`src/rtl/sram_ctrl.sv`:
```
// Sequences 2K x 8 async SRAM strobes from single-cycle requests; write busy WR_PULSE_CYCLES+3, read data valid RD_WAIT_CYCLES+1 cycles after accept.
// Backpressure: ready is high only in IDLE; a req while ready is low is dropped, never queued.
module sram_ctrl #(
    parameter int WR_PULSE_CYCLES = 2,
    parameter int RD_WAIT_CYCLES  = 2
) (
    input  logic        clk,
    input  logic        reset,
    input  logic        req,
    input  logic        rw,
    input  logic [10:0] addrIn,
    input  logic [7:0]  wrData,
    output logic        ready,
    output logic        rdValid,
    output logic [7:0]  rdData,
    output logic [10:0] addr,
    output logic [7:0]  dataToSram,
    input  logic [7:0]  dataFromSram,
    output logic        chipEnable,
    output logic        writeEnable,
    output logic        outputEnable
);

    localparam logic [2:0] IDLE      = 3'd0;
    localparam logic [2:0] WR_SETUP  = 3'd1;
    localparam logic [2:0] WR_PULSE  = 3'd2;
    localparam logic [2:0] WR_HOLD   = 3'd3;
    localparam logic [2:0] RD_ACCESS = 3'd4;

    localparam logic [3:0] WR_LOAD = 4'(WR_PULSE_CYCLES - 1);
    localparam logic [3:0] RD_LOAD = 4'(RD_WAIT_CYCLES - 1);

    logic [2:0] state;
    logic [3:0] cnt;

    assign ready = (state == IDLE) && !reset;

    // Strobes are registered so no input can glitch them; chipEnable leads
    // writeEnable by the WR_SETUP cycle and trails it by the WR_HOLD cycle.
    always_ff @(posedge clk) begin
        if (reset) begin
            state        <= IDLE;
            cnt          <= 4'd0;
            chipEnable   <= 1'b1;
            writeEnable  <= 1'b1;
            outputEnable <= 1'b1;
            addr         <= 11'd0;
            dataToSram   <= 8'd0;
            rdData       <= 8'd0;
            rdValid      <= 1'b0;
        end else begin
            rdValid <= 1'b0;
            case (state)
                IDLE: begin
                    if (req) begin
                        addr       <= addrIn;
                        dataToSram <= wrData;
                        chipEnable <= 1'b0;
                        if (rw) begin
                            state <= WR_SETUP;
                        end else begin
                            outputEnable <= 1'b0;
                            cnt          <= RD_LOAD;
                            state        <= RD_ACCESS;
                        end
                    end
                end
                WR_SETUP: begin
                    writeEnable <= 1'b0;
                    cnt         <= WR_LOAD;
                    state       <= WR_PULSE;
                end
                WR_PULSE: begin
                    if (cnt == 4'd0) begin
                        writeEnable <= 1'b1;
                        state       <= WR_HOLD;
                    end else begin
                        cnt <= cnt - 4'd1;
                    end
                end
                WR_HOLD: begin
                    chipEnable <= 1'b1;
                    state      <= IDLE;
                end
                RD_ACCESS: begin
                    if (cnt == 4'd0) begin
                        rdData       <= dataFromSram;
                        rdValid      <= 1'b1;
                        chipEnable   <= 1'b1;
                        outputEnable <= 1'b1;
                        state        <= IDLE;
                    end else begin
                        cnt <= cnt - 4'd1;
                    end
                end
                default: begin
                    chipEnable   <= 1'b1;
                    writeEnable  <= 1'b1;
                    outputEnable <= 1'b1;
                    state        <= IDLE;
                end
            endcase
        end
    end

endmodule

```
`config.mk`:
```
export PLATFORM = sky130hd
export DESIGN_NAME = sram_ctrl
export DESIGN_NICKNAME = d
export VERILOG_FILES = /design/src/rtl/sram_ctrl.sv
export SDC_FILE = /design/constraint.sdc
export NUM_CORES = 1
export LEC_CHECK = 0
export CAP_MARGIN = 40
export CORE_MARGIN = 4
export CORE_UTILIZATION = 38
export DETAILED_ROUTE_END_ITERATION = 7
export PLACE_DENSITY = 0.75
export SLEW_MARGIN = 20
export SYNTH_ARGS = -nofsm -noshare
export SYNTH_HDL_FRONTEND = slang
export SYNTH_SLANG_ARGS = --single-unit
```
`constraint.sdc`:
```
create_clock -name clk -period 1.3 [get_ports clk]
set_input_delay 0.26 -clock clk [delete_from_list [all_inputs] [get_ports clk]]
set_output_delay 0.26 -clock clk [all_outputs]
set_load 0.02 [all_outputs]
```
==> impl_metrics.env, run 1 <==
export IMPL_routed_wl_um=4094
export IMPL_post_place_ws_ns=-0.4827
export IMPL_cts_root_buf="clkbuf_8"
export IMPL_wl_per_cell_um=13.08
export IMPL_seq_power_share_pct=33.2
export IMPL_hold_ws_ns=0.4516
export IMPL_clockBufferDepth=2
export IMPL_worstSetupEndpointType="register"
export IMPL_drc=0
export IMPL_cts_tree="built"
export IMPL_slew_viol_final=0
export IMPL_power_frac_clock_pct=17.6
export IMPL_nFillCells=319
export IMPL_htreeDepth=2
export IMPL_p_int_uw=2922
export IMPL_die_h_um=71.04
export IMPL_ys_ff_latch=38
export IMPL_worstPathRequired_ns=1.47
export IMPL_finalCritPeriodShare_pct=106.7
export IMPL_crit_fanout=4
export IMPL_power_per_cell_area_nw_per_um2=1752
export IMPL_setup_viol_count_final=13
export IMPL_worstSetupPathType="register to register"
export IMPL_worstPathArrival_ns=1.56
export IMPL_numCtsBuffers=5
export IMPL_hold_end="dataToSram[0]"
export IMPL_synthToLayoutAreaGrowth_pct=71.75
export IMPL_synth_seq_area_share_pct=50.37
export IMPL_hold_violations=0
export IMPL_synth_nets=212
export IMPL_start_util_pct=40.34
export IMPL_yosysUniqueCellTypes=34
export IMPL_cts_sinks=38
export IMPL_ys_warn_count=0
export IMPL_dp_hpwl_um=2639
export IMPL_dr_wl_met3_um=297
export IMPL_slew_headroom_pct=81.18
export IMPL_detail_route_antenna_nets=0
export IMPL_syn_area_per_cell_um2=8.390
export IMPL_core_area_um2=3744
export IMPL_grt_pass1_vias=1435
export IMPL_grt_usage_pct=15.41
export IMPL_p_switching_uw=1621
export IMPL_ir_drop_mv=1.110
export IMPL_fmax_mhz=720.9
export IMPL_drv_cap=0
export IMPL_insertion_delay_ns=0.28
export IMPL_reg2reg_slack_ns=-0.09
export IMPL_vias_per_cell=4.971
export IMPL_period_minus_slack_ns=1.387
export IMPL_violations="setup timing"
export IMPL_numPortBuffers=62
export IMPL_grt_ovfl_total=0
export IMPL_drive_above_1_share_pct=21.89
export IMPL_synth_cell_area_um2=1510
export IMPL_min_path_type="register to register"
export IMPL_route_met2_wl_um=1913
export IMPL_wl_met1_um=1782
export IMPL_r2r_end="state[0]"
export IMPL_r2r_start="cnt[0]"
export IMPL_p_leak_uw=0.001194
export IMPL_antenna_found_initial=0
export IMPL_die_x_um=71.04
export IMPL_layout_setup_ws_ns=-0.08708
export IMPL_gp_congestion=0.7938
export IMPL_nets=296
export IMPL_postSynthCellCount=180
export IMPL_ioPinCount=63
export IMPL_reg2regPathDepth=6
export IMPL_rsz0062_at_grt="yes"
export IMPL_grt_max_degree=36
export IMPL_clk_pin_slew_worst_paths_ns=0.07
export IMPL_vias=1556
export IMPL_tightest_slew_ns=0.2805
export IMPL_grt_pass1_wl_um=6244
export IMPL_row_count=22
export IMPL_comb_power_share_pct=49.2
export IMPL_min_from="dataToSram[0]"
export IMPL_die_area_um2=5047
export IMPL_drtPass1Iterations=4
export IMPL_drtIter0Drc=64
export IMPL_num_antenna_cells=0
export IMPL_whs_path_depth=2
export IMPL_critPathLaunchType="register"
export IMPL_top_layer="met4"
export IMPL_switching_share_pct=35.67
export IMPL_clock_skew_ns=0.002206
export IMPL_status="finished with violations"
-- cell families after synthesis --
family	synth area share (%)
AO/OA/AOI/OAI	14.33
XOR/XNOR	1.160
adder cells (fa/ha/maj)	0.8284
buffers and inverters	4.805
flip-flops	50.37
multiplexers	5.965
AND/OR/NAND/NOR	22.54
-- layer usage --
layer,vias to the layer above,global-route usage (%)
met5,-,0
met4,0,8.142
met3,12,4.545
met2,60,25.44
met1,707,17.95
li1,777,-
-- cell usage after synthesis, drive strengths merged --
library cell,number,area (µm²)
nand2,44,167.7
dfxtp,38,760.7
a21oi,26,130.1
nor2,12,45.04
mux2i,9,90.09
buf,7,38.78
nand3,6,30.03
inv,5,18.77
clkbuf,4,15.01
nor4,4,25.02
nor3,3,20.02
o21ai,3,15.01
nand4,2,12.51
o31ai,2,15.01
a211o,1,8.760
a311oi,1,8.760
a31oi,1,6.260
and2,1,6.260
ha,1,12.51
nand2b,1,6.260
nor2b,1,6.260
nor3b,1,12.51
o211a,1,10.01
o211ai,1,7.510
o22ai,1,6.260
o41ai,1,8.760
or3b,1,8.760
xnor2,1,8.760
xor2,1,8.760
-- worst max-delay path, cell delays in order (launching register included) --
cell	delay, ns
dfxtp_2	0.32
inv_2	0.07
ha_4	0.14
nor3b_4	0.23
buf_6	0.15
o21ai_2	0.05
a311oi_1	0.31
-- power groups by stage --
stage / registers [µW] / clock network, µW / logic (µW)
2_1_floorplan: 1700 / 0 / 847
3_3_place_gp: 1510 / 0 / 1830
3_5_place_dp: 1510 / 0 / 1860
4_1_cts: 1490 / 845 / 2000
5_1_grt: 1530 / 881 / 2420
6_report: 1510 / 800 / 2240
-- metrics by stage --
stage	utilization, %	cell area [µm²]	cells	power [µW]	TNS (ns)
2_1_floorplan	-	1548	180	2546	-0.01241
3_3_place_gp	62.20	2328	297	3342	-6.059
3_5_place_dp	62.20	2328	297	3371	-6.435
4_1_cts	66.28	2481	308	4334	-0.4805
5_1_grt	69.28	2594	313	4831	-1.984
6_report	69.28	2594	313	4543	-0.6604
-- flip-flops by register name (all words and copies together), names as in the netlist --
name          flops
outputEnable      1
addr             11
chipEnable        1
dataToSram        8
cnt               4
state             3
rdData            8
rdValid           1
writeEnable       1
-- area by class of cell --
| type | instances | area [µm²] | area share (%) |
|---|---|---|---|
| Tap cell | 48 | 60.06 | 2.315 |
| Inverter | 5 | 18.77 | 0.7236 |
| Multi-Input combinational cell | 126 | 790.8 | 30.49 |
| Clock buffer | 7 | 86.33 | 3.329 |
| Clock inverter | 1 | 5.005 | 0.1930 |
| Timing Repair Buffer | 88 | 865.8 | 33.38 |
| Sequential cell | 38 | 767.0 | 29.57 |
-- how the worst max path moves through the flow --
stage	from	endpoint	slack (ns)	depth (start not counted)
2_1_floorplan	cnt[1]	rdData[0]	-0.002	7
3_3_place_gp	reset	ready	-0.48	3
3_5_place_dp	reset	ready	-0.48	3
4_1_cts	reset	ready	-0.05	3
5_1_grt	cnt[0]	state[0]	-0.15	6
6_report	cnt[0]	state[0]	-0.09	6
-- timing repair --
| item | in CTS | in global routing |
|---|---|---|
| hold buffers | 0 | 0 |
| gates resized for setup | 54 | 20 |
| pin swaps | 6 | 5 |
| gates cloned | 0 | 2 |
| buffers inserted | 3 | 3 |
| setup endpoints to repair | 68 | 40 |
-- placed cells by master, fill, tap and decap left out, types with 4 or more instances in the layout --
master,netlist,routed
mux2i_1,9,9
clkbuf_8,0,6
buf_4,2,16
dfxtp_1,38,33
nand2_1,43,42
a21oi_1,26,25
clkdlybuf4s50_1,0,29
dfxtp_2,0,5
buf_6,0,4
dlygate4sd2_1,0,28
nor2_1,12,12
No activity file was read; power rests on OpenSTA's default activity.
==> run 2: changes to the inputs <==
--- a/config.mk
+++ b/config.mk
@@ -10,6 +10,7 @@
 export CORE_UTILIZATION = 38
 export DETAILED_ROUTE_END_ITERATION = 7
 export PLACE_DENSITY = 0.75
+export REMOVE_ABC_BUFFERS = 1
 export SLEW_MARGIN = 20
 export SYNTH_ARGS = -nofsm -noshare
 export SYNTH_HDL_FRONTEND = slang
==> impl_metrics.env, run 2 (synthesis results as in run 1) <==
export IMPL_status="finished with violations"
export IMPL_violations="setup timing"
export IMPL_critPathLaunchType="register"
export IMPL_tightest_slew_ns=0.3006
export IMPL_grt_pass1_wl_um=6768
export IMPL_cts_root_buf="clkbuf_8"
export IMPL_cp_buffers_inverters=2
export IMPL_final_cell_mix="nand2_1 (42), dfxtp_1 (35), clkdlybuf4s50_1 (30)"
export IMPL_crit_family="simple AND/OR/NAND/NOR gates"
export IMPL_gp_congestion=0.7604
export IMPL_slew_headroom_pct=79.78
export IMPL_worstSetupEndpointType="register"
export IMPL_crit_slowest_cell="dfxtp_2"
export IMPL_insertion_delay_ns=0.29
export IMPL_die_area_um2=5047
export IMPL_final_common_cell="nand2_1"
export IMPL_drtPass1Iterations=4
export IMPL_htreeDepth=2
export IMPL_vias=1563
export IMPL_dp_hpwl_um=2690
export IMPL_row_count=22
export IMPL_layout_setup_ws_ns=-0.1228
export IMPL_rsz0062_at_grt="yes"
export IMPL_cts_tree="built"
export IMPL_clockBufferDepth=2
export IMPL_grt_usage_pct=16.45
export IMPL_numCtsBuffers=5
export IMPL_crit_fanout=5
export IMPL_cts_hold_buffers=0
export IMPL_largest_reg_flops=11
export IMPL_antenna_found_initial=0
export IMPL_core_area_um2=3744
export IMPL_wl_per_cell_um=13.51
export IMPL_cts_sinks=38
export IMPL_vias_per_cell=4.962
export IMPL_drc=0
export IMPL_finalPower_uw=4551
export IMPL_drtIter0Drc=55
export IMPL_finalCritPeriodShare_pct=109.4
export IMPL_path_cells="inv_2, ha_4, nor3b_4, nand3_4, buf_12, mux2i_1, nor2_1"
export IMPL_worstSetupPathType="register to register"
export IMPL_worstPathArrival_ns=1.60
export IMPL_start_util_pct=40.34
export IMPL_detail_route_antenna_nets=0
export IMPL_power_per_cell_area_nw_per_um2=1734
export IMPL_num_antenna_cells=0
export IMPL_place_area_um2=2292
export IMPL_numPortBuffers=62
export IMPL_ir_drop_mv=1.153
export IMPL_min_path_type="register to register"
export IMPL_final_design_area_no_fill_um2=2625
export IMPL_max_stage_delay_ns=0.33
export IMPL_worstPathRequired_ns=1.47
export IMPL_routed_wl_um=4255
export IMPL_hold_violations=0
export IMPL_fmax_mhz=702.8
export IMPL_die_x_um=71.04
export IMPL_p_leak_uw=0.001192
export IMPL_grt_pass1_vias=1482
export IMPL_grt_max_degree=36
export IMPL_slew_viol_final=0
export IMPL_nets=298
export IMPL_die_h_um=71.04
export IMPL_clk_pin_slew_worst_paths_ns=0.07
export IMPL_period_minus_slack_ns=1.423
export IMPL_drv_cap=0
export IMPL_ioPinCount=63
export IMPL_synthToLayoutAreaGrowth_pct=73.82
export IMPL_setup_viol_count_final=16
export IMPL_top_register="addr"
export IMPL_clock_skew_ns=0.006406
export IMPL_grt_ovfl_total=0
export IMPL_reg_top3="addr x11, dataToSram x8, rdData x8"
export IMPL_drive_above_1_share_pct=22.47
==> run 2: final timing paths <==
kind                            slack, ns     startpoint            end  cells after the start
worst max-delay path                -0.12         cnt[0]      rdData[0]                      7
worst min-delay path                 0.45  dataToSram[2]  dataToSram[2]                      2
worst max register to register      -0.12         cnt[0]      rdData[0]                      7
worst min register to register       0.45  dataToSram[2]  dataToSram[2]                      2
==> run 2: layer usage <==
| layer | track usage [%] | wire length [µm] |
|---|---|---|
| met5 | 0 | 0 |
| met4 | 3.340 | 22 |
| met3 | 6.392 | 283 |
| met2 | 26.78 | 2017 |
| met1 | 20.76 | 1931 |
==> run 2: layout make-up <==
type                    count  area [µm²]
repair buffers             90       884.6
multi-input cells         126       805.8
well taps                  48       60.06
flip-flops and latches     38       764.5
inverters                   5       18.77
fillers                   316        1119
clock inverters             1       5.005
clock buffers               7       86.33
==> run 2: what timing repair did <==
item                       4_1_cts  5_1_grt
gates resized for setup         64       19
setup endpoints to repair       68       40
gates cloned                     1        1
setup buffers                    4        4
pin swaps                       10        5
==> run 2: tightest hold or removal path, delay by kind of cell, from the launching register on <==
| kind | cells | cell delay (ns) |
|---|---|---|
| AO/OA/AOI/OAI | 1 | 0.05 |
| flip-flops | 1 | 0.31 |
| AND/OR/NAND/NOR | 1 | 0.05 |
==> run 2: through the flow <==
step                      cells  utilization [%]  hold WS, ns  setup TNS [ns]  setup slack [ns]
after global routing        315            70.12       0.4699          -3.069           -0.2086
final                       315            70.12       0.4515          -1.176           -0.1228
after CTS                   311            67.11       0.4536          -1.070           -0.1210
after detailed placement    298            61.23       0.4461          -7.859           -0.5078
after floorplan             169                -       0.3291          -3.705           -0.2852
after global placement      298            61.23       0.4424          -6.746           -0.4847
==> run 2: power by group <==
part	total, µW	switching (µW)	internal [µW]
Sequential	1490	122	1370
Combinational	2230	1140	1090
Clock	826	398	428
Total	4550	1660	2890
==> run 3: changes to the inputs <==
--- a/config.mk
+++ b/config.mk
@@ -6,7 +6,7 @@
 export NUM_CORES = 1
 export LEC_CHECK = 0
 export CAP_MARGIN = 40
-export CORE_MARGIN = 4
+export CORE_MARGIN = 5
 export CORE_UTILIZATION = 38
 export DETAILED_ROUTE_END_ITERATION = 7
 export PLACE_DENSITY = 0.75
==> impl_metrics.env, run 3 (synthesis results as in run 1) <==
export IMPL_synthToLayoutAreaGrowth_pct=73.65
export IMPL_post_place_ws_ns=-0.5549
export IMPL_drv_cap=0
export IMPL_crit_slowest_cell="clkdlybuf4s50_1"
export IMPL_numPortBuffers=62
export IMPL_die_area_um2=5335
export IMPL_drtPass1Iterations=4
export IMPL_status="finished with violations"
export IMPL_worstPathArrival_ns=1.17
export IMPL_p_leak_uw=0.001189
export IMPL_drc=0
export IMPL_die_x_um=73.04
export IMPL_finalCritPeriodShare_pct=109.9
export IMPL_antenna_found_initial=0
export IMPL_grt_usage_pct=15.35
export IMPL_worstSetupPathType="input pin to output port"
export IMPL_min_path_type="register to register"
export IMPL_slew_headroom_pct=82.75
export IMPL_rsz0062_at_grt="yes"
export IMPL_path_cells="clkdlybuf4s50_1, nor4_2, buf_4"
export IMPL_reg2regPathDepth=7
export IMPL_reg_top3="addr x11, dataToSram x8, rdData x8"
export IMPL_detail_route_antenna_nets=0
export IMPL_ir_drop_mv=1.101
export IMPL_clock_skew_ns=0.003748
export IMPL_grt_pass1_vias=1502
export IMPL_grt_ovfl_total=0
export IMPL_vias_per_cell=4.902
export IMPL_die_h_um=73.04
export IMPL_place_area_um2=2285
export IMPL_clockBufferDepth=2
export IMPL_insertion_delay_ns=0.29
export IMPL_final_common_cell="nand2_1"
export IMPL_period_minus_slack_ns=1.429
export IMPL_cp_buffers_inverters=2
export IMPL_layout_setup_ws_ns=-0.1286
export IMPL_routed_wl_um=4166
export IMPL_setup_tns_ns=-1.250
export IMPL_critPathLaunchType="input pin"
export IMPL_final_cell_mix="nand2_1 (43), dfxtp_1 (34), clkdlybuf4s50_1 (30)"
export IMPL_dp_hpwl_um=2645
export IMPL_worstSetupEndpointType="output port"
export IMPL_whs_path_depth=2
export IMPL_num_antenna_cells=0
export IMPL_wl_per_cell_um=13.18
export IMPL_max_stage_delay_ns=0.51
export IMPL_htreeDepth=2
export IMPL_setup_viol_count_final=16
export IMPL_drive_above_1_share_pct=22.56
export IMPL_cts_sinks=38
export IMPL_worstPathRequired_ns=1.04
export IMPL_numCtsBuffers=5
export IMPL_cts_tree="built"
export IMPL_crit_cells=3
export IMPL_cts_root_buf="clkbuf_8"
export IMPL_start_util_pct=38.59
export IMPL_fmax_mhz=700.0
export IMPL_crit_fanout=2
export IMPL_grt_pass1_wl_um=6486
export IMPL_final_design_area_no_fill_um2=2623
export IMPL_grt_max_degree=36
export IMPL_power_per_cell_area_nw_per_um2=1780
export IMPL_top_register="addr"
export IMPL_slew_viol_final=0
export IMPL_clk_pin_slew_worst_paths_ns=0.07
export IMPL_crit_family="buffers and inverters"
export IMPL_gp_congestion=0.8522
export IMPL_nets=297
export IMPL_drtIter0Drc=82
export IMPL_tightest_slew_ns=0.2564
export IMPL_vias=1549
export IMPL_row_count=23
export IMPL_violations="setup timing"
export IMPL_ioPinCount=63
export IMPL_core_area_um2=3914
export IMPL_hold_violations=0
export IMPL_largest_reg_flops=11
-- run 3: worst paths after layout --
| check | start | endpoint | slack (ns) |
|---|---|---|---|
| setup / recovery | reset | ready | -0.13 |
| hold / removal | addr[3] | addr[3] | 0.45 |
| setup reg to reg | cnt[0] | rdData[1] | -0.12 |
| hold reg to reg | addr[3] | addr[3] | 0.45 |
-- run 3: final cells by class --
cell class	instances	area [µm²]
Tap cell	50	62.56
Clock inverter	1	30.03
Clock buffer	7	76.32
Multi-Input combinational cell	126	807.0
Sequential cell	38	765.7
Inverter	5	18.77
Timing Repair Buffer	89	862.1
Fill cell	342	1291
-- run 3: repair_timing --
action                                  CTS  global route
gates cloned                              1             0
pin swaps                                 8            12
setup buffers                             6             5
hold buffers                              0             0
gates resized for setup                  67            15
endpoints found under the setup margin   68            41
endpoints found under the hold margin     0             0
-- run 3: tightest hold or removal path, cell delays in order (launching register included) --
cell and delay, ns:
dfxtp_1 0.31, nand2_1 0.05, a21oi_1 0.05
-- run 3: stage by stage --
stage          hold slack (ns)  total power, µW  cells  utilization [%]
2_1_floorplan           0.3291             2405    169                -
3_3_place_gp            0.4414             3245    297            58.38
3_5_place_dp            0.4464             3268    297            58.38
4_1_cts                 0.4536             4536    312            65.09
5_1_grt                 0.4729             4944    316            67.01
6_report                0.4494             4669    316            67.01
-- run 3: power by group --
group | switching, µW | internal (µW)
clock | 396 | 574
sequential | 130 | 1370
combinational | 1110 | 1090
-- run 3: layer usage --
| layer | up-vias | global-route usage (%) | routed length, µm |
|---|---|---|---|
| li1 | 785 | - | - |
| met1 | 714 | 18.59 | 1892 |
| met2 | 45 | 25.62 | 1922 |
| met3 | 5 | 5.785 | 324 |
| met4 | 0 | 3.689 | 27 |
| met5 | - | 0 | 0 |
